### src/rtl/nn_pkg.sv
// Shared fixed-point defaults and state encodings for the ann modules.
// No ports: imported by the weight-update datapath and its multiplier.
package nn_pkg;

   localparam int NN_WIDTH = 32;
   localparam int NN_FRAC  = 24;

   typedef enum logic [1:0] {
      S_IDLE  = 2'd0,
      S_MUL_G = 2'd1,
      S_MUL_W = 2'd2,
      S_DONE  = 2'd3
   } wu_state_t;

endpackage

### src/rtl/fxp_mul_sat.sv
// Signed fixed-point multiply: full product, >>> FRAC, saturate to WIDTH.
// Ports: a, b operands; p saturated result; ovf high when p was clamped.
module fxp_mul_sat
   import nn_pkg::*;
#(
   parameter int WIDTH = NN_WIDTH,
   parameter int FRAC  = NN_FRAC
) (
   input  logic signed [WIDTH-1:0] a,
   input  logic signed [WIDTH-1:0] b,
   output logic signed [WIDTH-1:0] p,
   output logic                    ovf
);

   localparam logic signed [WIDTH-1:0] SMAX = {1'b0, {(WIDTH-1){1'b1}}};
   localparam logic signed [WIDTH-1:0] SMIN = {1'b1, {(WIDTH-1){1'b0}}};

   logic signed [2*WIDTH-1:0] full;
   logic signed [2*WIDTH-1:0] shr;
   logic        [WIDTH:0]     hi;

   assign full = a * b;
   // arithmetic shift truncates toward -inf
   assign shr  = full >>> FRAC;
   // result fits only if all bits above the sign are sign copies
   assign hi   = shr[2*WIDTH-1:WIDTH-1];
   assign ovf  = !((&hi) || (~|hi));
   assign p    = ovf ? (shr[2*WIDTH-1] ? SMIN : SMAX) : shr[WIDTH-1:0];

endmodule

### src/rtl/weight_update_seq.sv
// Sequential output-layer weight update: w' = w - lr*(dlto[o]*hd_a[h]).
// Ports: clk, rst (sync, low); i_start/i_lr/i_dlto/i_hd_a/i_w in;
//        o_w updated weights, o_busy, o_done pulse, o_sat sticky flag.
module weight_update_seq
   import nn_pkg::*;
#(
   parameter int N_HL_P = 3,
   parameter int N_OUT  = 2,
   parameter int WIDTH  = NN_WIDTH,
   parameter int FRAC   = NN_FRAC
) (
   input  logic                           clk,
   input  logic                           rst,
   input  logic                           i_start,
   input  logic [WIDTH-1:0]               i_lr,
   input  logic [N_OUT*WIDTH-1:0]         i_dlto,
   input  logic [N_HL_P*WIDTH-1:0]        i_hd_a,
   input  logic [N_HL_P*N_OUT*WIDTH-1:0]  i_w,
   output logic [N_HL_P*N_OUT*WIDTH-1:0]  o_w,
   output logic                           o_busy,
   output logic                           o_done,
   output logic                           o_sat
);

   localparam int NW = N_HL_P * N_OUT;
   localparam int KW = (NW > 1) ? $clog2(NW) : 1;
   localparam int HW = (N_HL_P > 1) ? $clog2(N_HL_P) : 1;
   localparam int OW = (N_OUT > 1) ? $clog2(N_OUT) : 1;

   localparam logic signed [WIDTH-1:0] SMAX = {1'b0, {(WIDTH-1){1'b1}}};
   localparam logic signed [WIDTH-1:0] SMIN = {1'b1, {(WIDTH-1){1'b0}}};

   wu_state_t state, state_nx;

   logic [KW-1:0] k;
   logic [HW-1:0] h;
   logic [OW-1:0] o;

   logic signed [WIDTH-1:0] lr_q;
   logic signed [WIDTH-1:0] g_q;
   logic signed [WIDTH-1:0] dlto_q [N_OUT];
   logic signed [WIDTH-1:0] hd_q   [N_HL_P];
   logic signed [WIDTH-1:0] w_q    [NW];
   logic                    sat_q;

   logic signed [WIDTH-1:0] ma, mb, mp;
   logic                    mul_ovf;
   logic        [WIDTH:0]   diff;
   logic                    sub_ovf;
   logic signed [WIDTH-1:0] w_nx;
   logic                    accept;
   logic                    last;

   assign last = (k == KW'(NW - 1));

   always_comb begin
      state_nx = state;
      o_busy   = 1'b1;
      o_done   = 1'b0;
      accept   = 1'b0;
      unique case (state)
         S_IDLE: begin
            o_busy = 1'b0;
            if (i_start) begin
               accept   = 1'b1;
               state_nx = S_MUL_G;
            end
         end
         S_MUL_G: state_nx = S_MUL_W;
         S_MUL_W: state_nx = last ? S_DONE : S_MUL_G;
         S_DONE: begin
            o_done   = 1'b1;
            state_nx = S_IDLE;
         end
         default: state_nx = S_IDLE;
      endcase
   end

   // one multiplier, time-shared: gradient term then lr scaling
   always_comb begin
      ma = lr_q;
      mb = g_q;
      if (state == S_MUL_G) begin
         ma = dlto_q[o];
         mb = hd_q[h];
      end
   end

   fxp_mul_sat #(
      .WIDTH (WIDTH),
      .FRAC  (FRAC)
   ) u_mul (
      .a   (ma),
      .b   (mb),
      .p   (mp),
      .ovf (mul_ovf)
   );

   // one extra bit so the difference never wraps before clamping
   assign diff    = {w_q[k][WIDTH-1], w_q[k]} - {mp[WIDTH-1], mp};
   assign sub_ovf = diff[WIDTH] ^ diff[WIDTH-1];
   assign w_nx    = sub_ovf ? (diff[WIDTH] ? SMIN : SMAX)
                            : diff[WIDTH-1:0];

   always_ff @(posedge clk) begin
      if (!rst) begin
         state <= S_IDLE;
         k     <= '0;
         h     <= '0;
         o     <= '0;
         lr_q  <= '0;
         g_q   <= '0;
         sat_q <= 1'b0;
         for (int i = 0; i < N_OUT; i++) dlto_q[i] <= '0;
         for (int i = 0; i < N_HL_P; i++) hd_q[i] <= '0;
         for (int i = 0; i < NW; i++) w_q[i] <= '0;
      end else begin
         state <= state_nx;
         if (accept) begin
            k     <= '0;
            h     <= '0;
            o     <= '0;
            sat_q <= 1'b0;
            lr_q  <= i_lr;
            for (int i = 0; i < N_OUT; i++)
               dlto_q[i] <= i_dlto[i*WIDTH +: WIDTH];
            for (int i = 0; i < N_HL_P; i++)
               hd_q[i] <= i_hd_a[i*WIDTH +: WIDTH];
            for (int i = 0; i < NW; i++)
               w_q[i] <= i_w[i*WIDTH +: WIDTH];
         end
         if (state == S_MUL_G) begin
            g_q   <= mp;
            sat_q <= sat_q | mul_ovf;
         end
         if (state == S_MUL_W) begin
            w_q[k] <= w_nx;
            sat_q  <= sat_q | mul_ovf | sub_ovf;
            if (!last) begin
               k <= k + 1'b1;
               if (o == OW'(N_OUT - 1)) begin
                  o <= '0;
                  h <= h + 1'b1;
               end else begin
                  o <= o + 1'b1;
               end
            end
         end
      end
   end

   for (genvar i = 0; i < NW; i++) begin : g_ow
      assign o_w[i*WIDTH +: WIDTH] = w_q[i];
   end

   assign o_sat = sat_q;

endmodule

### config.mk
export PLATFORM = sky130hd
export DESIGN_NAME = weight_update_seq
export DESIGN_NICKNAME = d
export VERILOG_FILES = /design/src/rtl/nn_pkg.sv /design/src/rtl/fxp_mul_sat.sv /design/src/rtl/weight_update_seq.sv
export SDC_FILE = /design/constraint.sdc
export NUM_CORES = 2
export LEC_CHECK = 0
export ABC_AREA = 0
export ABC_CLOCK_PERIOD_IN_PS = 29900
export BUFFER_PORTS_ARGS = -buffer_cell sky130_fd_sc_hd__buf_2
export CAP_MARGIN = 20
export CORE_AREA = 4 4 330 462
export CTS_CLUSTER_SIZE = 24
export DETAILED_ROUTE_END_ITERATION = 8
export DIE_AREA = 0 0 334 466
export SLEW_MARGIN = 20
export SYNTH_ARGS = -nofsm -noshare
export SYNTH_HDL_FRONTEND = slang
export SYNTH_SLANG_ARGS = --single-unit
export TNS_END_PERCENT = 20
### constraint.sdc
create_clock -name clk -period 29.9 [get_ports clk]
set_clock_uncertainty 0.1 [all_clocks]
set_input_delay 5.98 -clock clk [delete_from_list [all_inputs] [get_ports clk]]
set_output_delay 5.98 -clock clk [all_outputs]
set_load 0.01 [all_outputs]
---- After elaboration in Yosys (flattened, before gate mapping) ----
Memory sizes are Yosys's and may differ from the RTL's. A register that Yosys moved wholly into a read port is not among the register bits.
Index checks and enable logic that the tools add are counted.
word-level totals
  bits in registers ....................... 73
  bits in latches ......................... 0
  memory bits (writable) .................. 352
  bits in read-only memories .............. 0
  bits of input ports ..................... 387
  word-level logic and storage cells ...... 93
  memories ................................ 3
operators by class
  add/sub/neg operators ................... 4
  $mul .................................... 1
  divide/modulo/power cells ............... 0
  order comparisons ....................... 0
  equal/unequal tests ..................... 5
  shift-type cells ........................ 0
  mux-type cells .......................... 51
  bitwise gates (word level) .............. 14
  reduce and logical (&&, ||, !) cells .... 8
memory list
  memory  depth  bits a word  rd ports  clocked after Yosys merged registers in  wr ports  line                     text
  w_q     6      32           7         1                                        6         weight_update_seq.sv:43  logic signed [WIDTH-1:0] w_q [NW];
  hd_q    3      32           1         1                                        3         weight_update_seq.sv:42  logic signed [WIDTH-1:0] hd_q [N_HL_P];
  dlto_q  2      32           1         1                                        2         weight_update_seq.sv:41  logic signed [WIDTH-1:0] dlto_q [N_OUT];
operators by type and width
  kind                                                             count
  32-bit two-way mux                                               18
  32-bit by 32-bit multiplier with 64-bit output                   1
  32-bit by 32-bit subtractor with 33-bit output                   1
  32-bit OR reduction                                              1
  1-bit two-way mux                                                20
  3-bit two-way mux                                                5
  2-bit two-way mux                                                7
  1-bit bitwise OR                                                 13
  9-bit AND reduction                                              1
  9-bit OR reduction                                               1
  2-bit case mux with 4 select lines                               1
  2-bit == test, second input constant                             2
  3-bit by 1-bit adder with 3-bit output, second input constant    1
  3-bit == test, second input constant                             1
  3-bit nonzero test                                               1
  2-bit by 1-bit adder with 2-bit output, second input constant    1
  2-bit by 1-bit == test with 1-bit output, second input constant  1
  1-bit zero test                                                  2
  2-bit zero test                                                  1
  2-bit inequality test, second input constant                     1
  1-bit adder, second input constant                               1
  1-bit logical OR                                                 1
  1-bit XOR                                                        1

---- Logic depth before layout (Yosys ltp) ----
  depth after elaboration ................. 11
  gate-level depth with buffers ........... 53
  depth with buffers taken out ............ 46

---- Modules after synthesis ----
A second synthesis with hierarchy kept.
unflattened totals
  cell total of the unflattened synthesis .. 5963
  area, all modules ....................... 59689.7 um^2
modules (own cells, without submodules)
  module             times used  cells each  area each (um^2)
  fxp_mul_sat        1           3850        35998.3
  weight_update_seq  1           2113        23691.5

---- Worst setup path after synthesis ----
No wires, ideal clock.
  path kind ............................... reg2reg
  start ................................... reg h[0] (netlist name)
  end ..................................... mem w_q[0][6] (netlist name) (data pin)
  library setup time ...................... 256 ps
  data arrival time ....................... 13244 ps
  required time ........................... 29544 ps
  setup slack ............................. 16299 ps
  stages on the path, launching flop included .. 48
  buffers on the path ..................... 6
  path through ............................ dfxtp_1 buf_2 buf_1 buf_1 mux2i_1 nor2_1 a21oi_1 o21ai_1 and2_1 fa_1 fa_1 fa_1 inv_1 fa_1 inv_1 fa_1 fa_1 inv_1 [... 12 more ...] or4_1 nor4_4 or2_1 buf_6 a21oi_1 ha_1 nor2b_1 o21a_1 o21a_1 o41a_1 o2111ai_1 o21ai_1 o221a_2 o31a_1 nor2_1 buf_2 o21ai_1 a22o_1
RTL lines
  element    line
  to (decl)  weight_update_seq.sv:43

==> qor.json <==
{
  "outcome": {
    "outcome": "complete, no violations"
  },
  "worst_setup_path": {
    "crit_fanout": 40,
    "critical_path.most_common_cell": "fa_1",
    "start_kind": "register",
    "critPathArrivalTime_ns": 17.48,
    "critPathCaptureType": "register",
    "timing.setup.critical_path_class": "reg2reg",
    "cp.buffers_inverters": 9,
    "crit_family": "simple AND/OR/NAND/NOR gates",
    "timing.critical_path.slowest_stage_cell": "nand2_1",
    "cp_slowest_stage_delay_ns": 0.84,
    "critical_path_required_ns": 30.18
  },
  "synth": {
    "netlist.area_leader.share_pct": 36.7,
    "yosysWarningCount": 0,
    "synth_flop_cell": "edfxtp_1",
    "total_of_flip_flops_plus_latches_after_synthesis": 490,
    "postSynthCellCount": 6071,
    "synth_nets": 7754,
    "ys_seq_area_share_pct": 23.7,
    "yosys.area.top_type": "fa_1",
    "avgSynthCellArea_um2": 9.71,
    "synth.cell_area_mm2": 0.0590,
    "async_reset_ff_share_pct": 0,
    "netlist-cell-type-count": 92,
    "ys_top_cells_by_area": "fa_1, edfxtp_1, inv_1",
    "synth-edff-count": 416
  },
  "cts": {
    "cts_max_level": 2,
    "cts-root-to-sink-buffers": 3,
    "cts_setup_buffers": 0,
    "cts_made_buffers": 49,
    "cts_tree": "yes",
    "cts_resized": 0,
    "clock_sink_count": 490,
    "cts.clk_slew.worst_paths_ns": 0.06,
    "clk_latency_ns": 0.64,
    "root_buffer": "clkbuf_16",
    "ctsHoldBuffers": 0
  },
  "sta": {
    "slew_violations": 0,
    "slew_headroom_pct": 21.4,
    "finalCritPeriodShare_pct": 57.5,
    "layout_setup_ws_ns": 12.70,
    "setup_violations": 0,
    "final_period_minus_worst_setup_slack_ns": 17.20,
    "grt_setup_unrepaired": "false",
    "report.final.hold_viol_count": 0,
    "setup-tns-final_ns": 0,
    "max_slew.worst_pin.slew_ns": 1.18,
    "maxClockFrequency_mhz": 58.1
  },
  "floorplanning": {
    "pin_count": 582,
    "die_area_mm2": 0.156,
    "placement_rows": 167,
    "dieWidth_um": 334,
    "die_h_um": 466,
    "initial_utilization_pct": 39.9,
    "core_area_mm2": 0.148
  },
  "detailed_routing": {
    "routed_via_density": 5.66,
    "drc": 0,
    "postRouteAntennaNets": 0,
    "drtIter0Drc": 4277,
    "wl_per_cell_um": 27.3,
    "detailed_router_iteration_count_before_antenna_repair": 6,
    "totalWireLength_mm": 231,
    "via_count": 47779
  },
  "grt": {
    "antenna_found_initial": 36,
    "first_pass_grt_wire_length_mm": 333,
    "largest_net_degree_at_the_start_of_global_routing": 148,
    "overflow": 0,
    "grt_util_all_layers_pct": 29.3,
    "number_of_global_route_vias_before_repair": 50620
  },
  "place": {
    "place.port_buffers": 581,
    "placedInstanceArea_mm2": 0.0640,
    "dp.cells": 8338,
    "routabilityCongestion": 0.971,
    "dpl_worst_slack_ns": 12.90,
    "hpwlAfterDp_mm": 189
  },
  "hold_path": {
    "hp-class": "reg2reg"
  },
  "job": {
    "maxCapViolCount": 0
  },
  "layout": {
    "final_cell_count_no_fill": 8447,
    "post_layout_inst_area_mm2": 0.0657,
    "post_route_cells_drive_above_1_share_pct": 13.2,
    "nNetsFinal": 8132,
    "highest_count_cells_in_the_layout_ignoring_fill_and_taps": "fa_1, inv_1, nand2_1",
    "mostFrequentLayoutCell": "fa_1",
    "syn_to_final_growth_pct": 11.3
  }
}
[cell usage after synthesis (5+ instances only)]
cell      count
a211o_1       5
a211oi_1      6
a21boi_0     37
a21o_1       41
a21oi_1     185
a22o_1      116
a31oi_1      16
and2_1       39
and3_1      179
and4_1        9
buf_1         9
buf_2        15
clkbuf_1    330
dfxtp_1      74
edfxtp_1    416
fa_1       1082
ha_1        214
inv_1       980
mux2_2        5
mux2i_1      68
nand2_1     805
nand2b_1     23
nand3_1      37
nand4_1      26
nor2_1      589
nor2b_1      11
nor3_1       28
nor3b_1       5
nor4_1       41
o211ai_1     32
o21a_1       54
o21ai_0     196
o21ai_1      63
o21bai_1      9
o22ai_1     128
or2_2        26
or3_1        11
xnor2_1      49
xor2_1       25
[state kept, by name, indices dropped and copies added, names as in the netlist, named ones only]
name    cells
state       2
lr_q       32
o           1
dlto_q     64
hd_q       96
k           3
g_q        32
w_q       256
h           2
o_sat       1
[cell type report]
cell class / instances / area, um^2
diodes: 14 / 35.0
clock buffers: 62 / 1330
clock inverters: 30 / 258
fillers: 14468 / 82300
inverters: 982 / 3690
multi-input cells: 4240 / 40200
flip-flops and latches: 490 / 14000
well taps: 1943 / 2430
repair buffers: 686 / 3750
[worst reg2reg max path, delay by kind of cell, from the launching register on]
family / cells / cell delay, ns
simple gates: 14 / 5.73
fa+ha+maj: 10 / 4.88
buf+inv: 9 / 2.22
flops: 1 / 0.50
compound gates: 12 / 3.49
[cell families after synthesis]
family | share of synthesized area (%)
XOR/XNOR | 1.10
buffers and inverters | 8.61
multiplexers | 1.29
AO/OA/AOI/OAI | 10.2
flip-flops | 23.7
adder cells (fa/ha/maj) | 41.3
AND/OR/NAND/NOR | 13.7
[final timing paths]
check | slack (ns) | cells past startpoint | to | start
worst max-delay path | 12.70 | 45 | w_q[0][8] | state[0]
worst min-delay path | 0.37 | 2 | lr_q[15] | lr_q[15]
worst max register to register | 12.70 | 45 | w_q[0][8] | state[0]
worst min register to register | 0.37 | 2 | lr_q[15] | lr_q[15]
[per-layer routing]
layer | wire, um | up-vias | track usage (%)
met5 | 263 | - | 0
met4 | 23500 | 36 | 24.0
met3 | 16200 | 748 | 4.94
met2 | 117000 | 2302 | 51.8
met1 | 73700 | 24416 | 30.5
li1 | - | 20277 | -
[per-stage QoR]
| step | util (%) | hold WS [ns] |
|---|---|---|
| after floorplan | - | 0.344 |
| after global placement | 43.2 | 0.357 |
| after detailed placement | 43.2 | 0.360 |
| after CTS | 44.3 | 0.368 |
| after global routing | 44.4 | 0.383 |
| final | 44.4 | 0.366 |
Power is left out: the tool's default activity adds up to more than one toggle a clock period on the data nets, which glitch-free logic cannot reach.
